<file path="config.mk">
export PLATFORM = sky130hd
export DESIGN_NAME = fetch_queue
export DESIGN_NICKNAME = d
export VERILOG_FILES = /design/src/rtl/fetch_queue.sv
export SDC_FILE = /design/constraint.sdc
export NUM_CORES = 1
export LEC_CHECK = 0
export CAP_MARGIN = 20
export CELL_PAD_IN_SITES_DETAIL_PLACEMENT = 0
export CELL_PAD_IN_SITES_GLOBAL_PLACEMENT = 1
export CORE_MARGIN = 3
export CORE_UTILIZATION = 30
export DETAILED_ROUTE_END_ITERATION = 6
export PLACE_DENSITY_LB_ADDON = 0.1
export SYNTH_ARGS = -nofsm -noshare
export SYNTH_HDL_FRONTEND = slang
export SYNTH_SLANG_ARGS = --single-unit
</file>
<file path="constraint.sdc">
create_clock -name clk -period 2.9 [get_ports clk]
set_input_delay 0.725 -clock clk [delete_from_list [all_inputs] [get_ports clk]]
set_output_delay 0.725 -clock clk [all_outputs]
set_load 0.1 [all_outputs]
</file>
<file path="src/rtl/fetch_queue.sv">
// fetch_queue: decoupled instruction-fetch front end.
//   Owns the fetch PC and issues one-outstanding requests on the instruction
//   bus. Returned instructions go into a DEPTH-entry FIFO that the decode stage
//   drains with valid/ready. A redirect flushes the FIFO and restarts fetch,
//   discarding any response still in flight.
// Ports:
//   clk, reset (async, active-low)
//   ireq_valid/ireq_addr         : instruction bus request (held until data_ok)
//   iresp_data_ok/iresp_data     : bus response, completes the current request
//   redirect_valid/redirect_pc   : flush and restart fetch at redirect_pc
//   out_valid/out_ready          : decode handshake for the FIFO head
//   out_pc/out_instr/out_fault   : head entry (fault = misaligned fetch PC)
// Optional feature macro: FETCH_QUEUE_BYPASS_EN (same-cycle response bypass
//   into out_* when the FIFO is empty).
module fetch_queue #(
  parameter int unsigned        DEPTH    = 4,
  parameter int unsigned        ADDR_W   = 64,
  parameter int unsigned        INSTR_W  = 32,
  parameter logic [ADDR_W-1:0]  RESET_PC = ADDR_W'(64'h8000_0000)
) (
  input  logic               clk,
  input  logic               reset,
  output logic               ireq_valid,
  output logic [ADDR_W-1:0]  ireq_addr,
  input  logic               iresp_data_ok,
  input  logic [INSTR_W-1:0] iresp_data,
  input  logic               redirect_valid,
  input  logic [ADDR_W-1:0]  redirect_pc,
  output logic               out_valid,
  input  logic               out_ready,
  output logic [ADDR_W-1:0]  out_pc,
  output logic [INSTR_W-1:0] out_instr,
  output logic               out_fault
);

  localparam int unsigned      PTR_W    = (DEPTH > 1) ? $clog2(DEPTH) : 1;
  localparam int unsigned      CNT_W    = $clog2(DEPTH) + 1;
  localparam logic [CNT_W-1:0] FULL_CNT = CNT_W'(DEPTH);

  typedef enum logic [1:0] {IDLE, BUSY, KILL, HALT} state_t;

  typedef struct packed {
    logic [ADDR_W-1:0]  pc;
    logic [INSTR_W-1:0] instr;
    logic               fault;
  } entry_t;

  state_t             state, state_next;
  logic [ADDR_W-1:0]  fetch_pc, pc_next;
  logic [ADDR_W-1:0]  req_addr;
  logic [CNT_W-1:0]   count, count_after;
  logic [PTR_W-1:0]   rd_ptr, wr_ptr;
  entry_t             mem [DEPTH];

  logic               has_room, pc_aligned;
  logic               resp_take, fault_push, push, write, pop;
  logic               bypass, bypass_take;
  entry_t             resp_entry, fault_entry, push_entry, head;

  // Queue-side decode shared by the FSM and the datapath
  assign has_room    = (count < FULL_CNT);
  assign pc_aligned  = (fetch_pc[1:0] == 2'b00);
  assign resp_take   = (state == BUSY) && iresp_data_ok;
  assign fault_push  = (state == IDLE) && has_room && !pc_aligned;
  assign push        = resp_take || fault_push;

  always_comb begin
    resp_entry  = '{pc: fetch_pc, instr: iresp_data, fault: 1'b0};
    fault_entry = '{pc: fetch_pc, instr: '0, fault: 1'b1};
    push_entry  = fault_push ? fault_entry : resp_entry;
  end

`ifdef FETCH_QUEUE_BYPASS_EN
  // Empty queue: present the live response directly to decode
  assign bypass = resp_take && !redirect_valid && (count == '0);
  assign head   = bypass ? resp_entry : mem[rd_ptr];
`else
  assign bypass = 1'b0;
  assign head   = mem[rd_ptr];
`endif

  assign bypass_take = bypass && out_ready;
  assign pop         = out_ready && (count != '0);
  assign write       = push && !bypass_take;
  assign count_after = count + CNT_W'(write) - CNT_W'(pop);

  assign out_valid  = (count != '0) || bypass;
  assign out_pc     = head.pc;
  assign out_instr  = head.instr;
  assign out_fault  = head.fault;

  assign ireq_valid = (state == BUSY) || (state == KILL);
  assign ireq_addr  = req_addr;

  // State register
  always_ff @(posedge clk or negedge reset) begin
    if (!reset) state <= IDLE;
    else        state <= state_next;
  end

  // Next-state and next fetch PC; redirect overrides everything
  always_comb begin
    state_next = state;
    pc_next    = fetch_pc;
    case (state)
      IDLE: if (has_room) state_next = pc_aligned ? BUSY : HALT;
      BUSY: if (iresp_data_ok) begin
              pc_next    = fetch_pc + ADDR_W'(4);
              state_next = ((count_after < FULL_CNT) && (pc_next[1:0] == 2'b00)) ? BUSY : IDLE;
            end
      KILL: if (iresp_data_ok) state_next = IDLE;
      HALT: state_next = HALT;
      default: state_next = IDLE;
    endcase
    if (redirect_valid) begin
      pc_next = redirect_pc;
      if (((state == BUSY) || (state == KILL)) && !iresp_data_ok) state_next = KILL;
      else                                                        state_next = IDLE;
    end
  end

  // Fetch PC and bus address. The bus address is a separate register so an
  // outstanding request keeps its address while fetch_pc already holds a
  // redirect target (KILL).
  always_ff @(posedge clk or negedge reset) begin
    if (!reset) begin
      fetch_pc <= RESET_PC;
      req_addr <= RESET_PC;
    end else begin
      fetch_pc <= pc_next;
      if (!(ireq_valid && !iresp_data_ok)) req_addr <= pc_next;
    end
  end

  // FIFO storage, pointers and occupancy
  always_ff @(posedge clk or negedge reset) begin
    if (!reset) begin
      count  <= '0;
      rd_ptr <= '0;
      wr_ptr <= '0;
      for (int i = 0; i < int'(DEPTH); i++) mem[i] <= '0;
    end else if (redirect_valid) begin
      count  <= '0;
      rd_ptr <= '0;
      wr_ptr <= '0;
    end else begin
      if (write) begin
        mem[wr_ptr] <= push_entry;
        wr_ptr      <= wr_ptr + PTR_W'(1);
      end
      if (pop) rd_ptr <= rd_ptr + PTR_W'(1);
      count <= count_after;
    end
  end

endmodule

</file>
==> qor.log <==
INFO  route          drt_pass1_iterations=5
INFO  route          drt_drc_violations_left=0
INFO  floorplan      start_util=30.5%
INFO  route          detail_route.iter0.violations=687
INFO  yosys          synth_sequential_area_ratio=53.0%
INFO  floorplan      die_width=293um
INFO  setup_path     critical_r2r_launch=state[0]
INFO  grt            grt_pass1_vias=17.2k
INFO  route          antenna_left=0
INFO  setup_path     crit_arrival=2230ps
INFO  grt            overflow=0
INFO  setup_path     worstSetupPathType=flip-flop to primary output
INFO  worst_hold_path hp-class=input port to async pin
INFO  setup_path     timing.critical_path.from_type=flip-flop
INFO  place          placed_cell_area=30500squm
INFO  grt            grt_usage=18.0%
INFO  status         violations=setup timing
INFO  yosys          main_synth_ff_type=dfrtp_1
INFO  sta            worst_margin_slew=639ps
INFO  grt            grt_antenna_before_repair=5
INFO  clock_tree     clk-insertion-delay-late=600ps
INFO  sta            final_critical_path_setup_slack=-51.8ps
INFO  cells_and_area finalInstanceArea=33000squm
INFO  yosys          synth.most_common_cell=dfrtp_1
INFO  floorplan      fp.dieArea=86100squm
INFO  yosys          mappedNetlistNets=1845
INFO  setup_path     reg2reg_slack=200ps
INFO  sta            timing.clock.skew=21.8ps
INFO  place          place.port_buffers=263
INFO  cells_and_area nNetsFinal=2218
INFO  yosys          yosys_warnings=0
INFO  yosys          synth_enable_flop_cells=0
INFO  clock_tree     cts.path.max_buffers=3
INFO  yosys          post_synth_inst_count=1733
INFO  route          routed-via-count=15.8k
INFO  setup_path     timing.critical_path.to_type=primary output
INFO  route          drt-total-wl=78.4mm
INFO  grt            pin_count_of_the_biggest_net_entering_global_routing=109
INFO  floorplan      die_h=293um
INFO  clock_tree     cts_hold_buf=0
INFO  yosys          synth-async-reset-ratio=100%
INFO  setup_path     critPathLaunch=rd_ptr[0]
INFO  clock_tree     cts_sinks=525
INFO  cells_and_area layout-drive-gt1-share=47.1%
INFO  yosys          yosys.area.top_type=dfrtp_1
INFO  sta            period_minus_slack=2950ps
INFO  sta            timing.final.setup_violations=44
INFO  route          detail_route.wl_per_cell=24.4um
INFO  setup_path     critical_path_required=2170ps
INFO  sta            max_slew_margin=57.4%
INFO  place          gp_congestion=0.779
INFO  yosys          post_synth_most_frequent_cells=dfrtp_1, mux2_2, mux2_4, mux4_2, nand2_1
INFO  sta            finalCritPeriodShare=102%
INFO  status         status=complete, but fails checks
INFO  floorplan      num_io_pins=264
INFO  sta            rsz0062_at_grt=yes
INFO  yosys          postSynthRegisterBits=525
INFO  cells_and_area finish.cell_count_without_fillers=3209
INFO  clock_tree     ctsRootBufferMaster=clkbuf_16
INFO  clock_tree     clock_tree.htree_level_count=3
INFO  floorplan      standard_cell_core_area=81200squm
INFO  sta            fmaxAchievable=339MHz
INFO  yosys          synth_cell_types=62
INFO  setup_path     path_max_fanout=6
INFO  clock_tree     cts_tree=done
INFO  flow_run       timing.max_cap.violations=0
INFO  yosys          avgSynthCellArea=14.3squm
INFO  grt            grt_first_pass_wirelength=116mm
INFO  yosys          yosys-top-cells-area=dfrtp_1, mux2_2, mux4_2
INFO  floorplan      floorplan.rows=104
INFO  setup_path     worstRegToRegCells=12
INFO  sta            timing.final.max_slew_violations=0
INFO  cells_and_area syn_to_final_growth=33.1%
INFO  setup_path     worst_r2r_endpoint=state[0]
INFO  yosys          syn_area=24800squm
INFO  place          dp_wirelength=52.7mm
INFO  setup_path     setup.worst_path.end=out_pc[59]
INFO  cells_and_area fillers=7577
INFO  clock_tree     cts_buffers=66
INFO  place          place.detailed.instances=3077
INFO  yosys          synthDominantCellAreaShare=52.8%
INFO  route          vias_per_cell=4.94
INFO  clock_tree     path_clk_slew=60ps
INFO  sta            hold_viol=0
[sequential cells by signal, summed over array words and instances, names as in the netlist]
name,flops
rd_ptr,2
count,3
ireq_addr,64
mem,388
wr_ptr,2
fetch_pc,64
state,2
[what timing repair did]
action	CTS	global route
pin swaps	0	1
setup buffers	4	7
endpoints found under the setup margin	97	100
hold endpoints to repair	0	0
gates resized for setup	4	12
cloned	2	8
[worst min-delay path by stage]
| stage | from | endpoint | cells after the start |
|---|---|---|---|
| final | reset | ireq_addr[61] | 1 |
| after global routing | reset | ireq_addr[60] | 1 |
| after CTS | reset | mem[282] | 1 |
| after detailed placement | ireq_addr[44] | ireq_addr[44] | 2 |
| after global placement | ireq_addr[39] | ireq_addr[39] | 2 |
| after floorplan | reset | count[0] | 0 |
[logic make-up (layout without fill, tap and decap cells)]
group	after synthesis	after routing	share of synthesized area, %
multiplexers	539	539	30.7
flip-flops	525	525	53.0
AND/OR/NAND/NOR	368	368	7.97
buffers and inverters	156	570	3.63
AO/OA/AOI/OAI	77	77	2.10
XOR/XNOR	57	57	2.01
adder cells (fa/ha/maj)	11	11	0.586
other	0	2	0
[cells in the final DEF, fill, tap and decap left out, types with 32 or more instances in the layout]
master	instances
buf_12	139
nor2b_1	34
buf_4	194
dfrtp_1	521
clkbuf_16	73
o21ai_0	32
nand3_1	40
mux2_4	120
nand2_1	88
xor2_1	35
mux4_2	97
nor2_1	64
mux2_2	315
clkdlybuf4s50_1	98
[stage by stage]
step | utilization [%] | setup slack (ps) | setup TNS (ps) | hold slack, ps
after global routing | 40.6 | -110 | -6470 | 128
after detailed placement | 37.5 | -339 | -34290 | 469
after global placement | 37.5 | -303 | -20370 | 468
after floorplan | - | 85.2 | 0 | 429
after CTS | 40.2 | -104 | -6030 | 107
final | 40.6 | -51.8 | -830 | 122
[final cells by class]
| type | instances | area (sq um) | share of cell area (%) |
|---|---|---|---|
| Sequential cell | 525 | 13100 | 39.9 |
| Multi-Input combinational cell | 1052 | 10800 | 32.8 |
| Timing Repair Buffer | 447 | 5570 | 16.9 |
| Clock buffer | 93 | 1890 | 5.74 |
| Tap cell | 1060 | 1330 | 4.02 |
| Clock inverter | 16 | 166 | 0.505 |
| Inverter | 14 | 52.6 | 0.159 |
| Antenna cell | 2 | 5.00 | 0.0152 |
[worst max-delay path: stages (launching register included)]
cell and delay [ps]:
dfrtp_4 520, buf_6 140, buf_16 140, buf_12 140, mux4_2 490, buf_12 200
[per-layer routing]
metal	vias up	share of wire [%]	GRT usage [%]
li1	7041	-	-
met1	8370	44	24.1
met2	327	49	29.7
met3	104	4.6	3.95
met4	2	2.3	4.37
met5	-	0.017	0
Power is left out: the tool's default activity adds up to more than one toggle a clock period on the data nets, which glitch-free logic cannot reach.
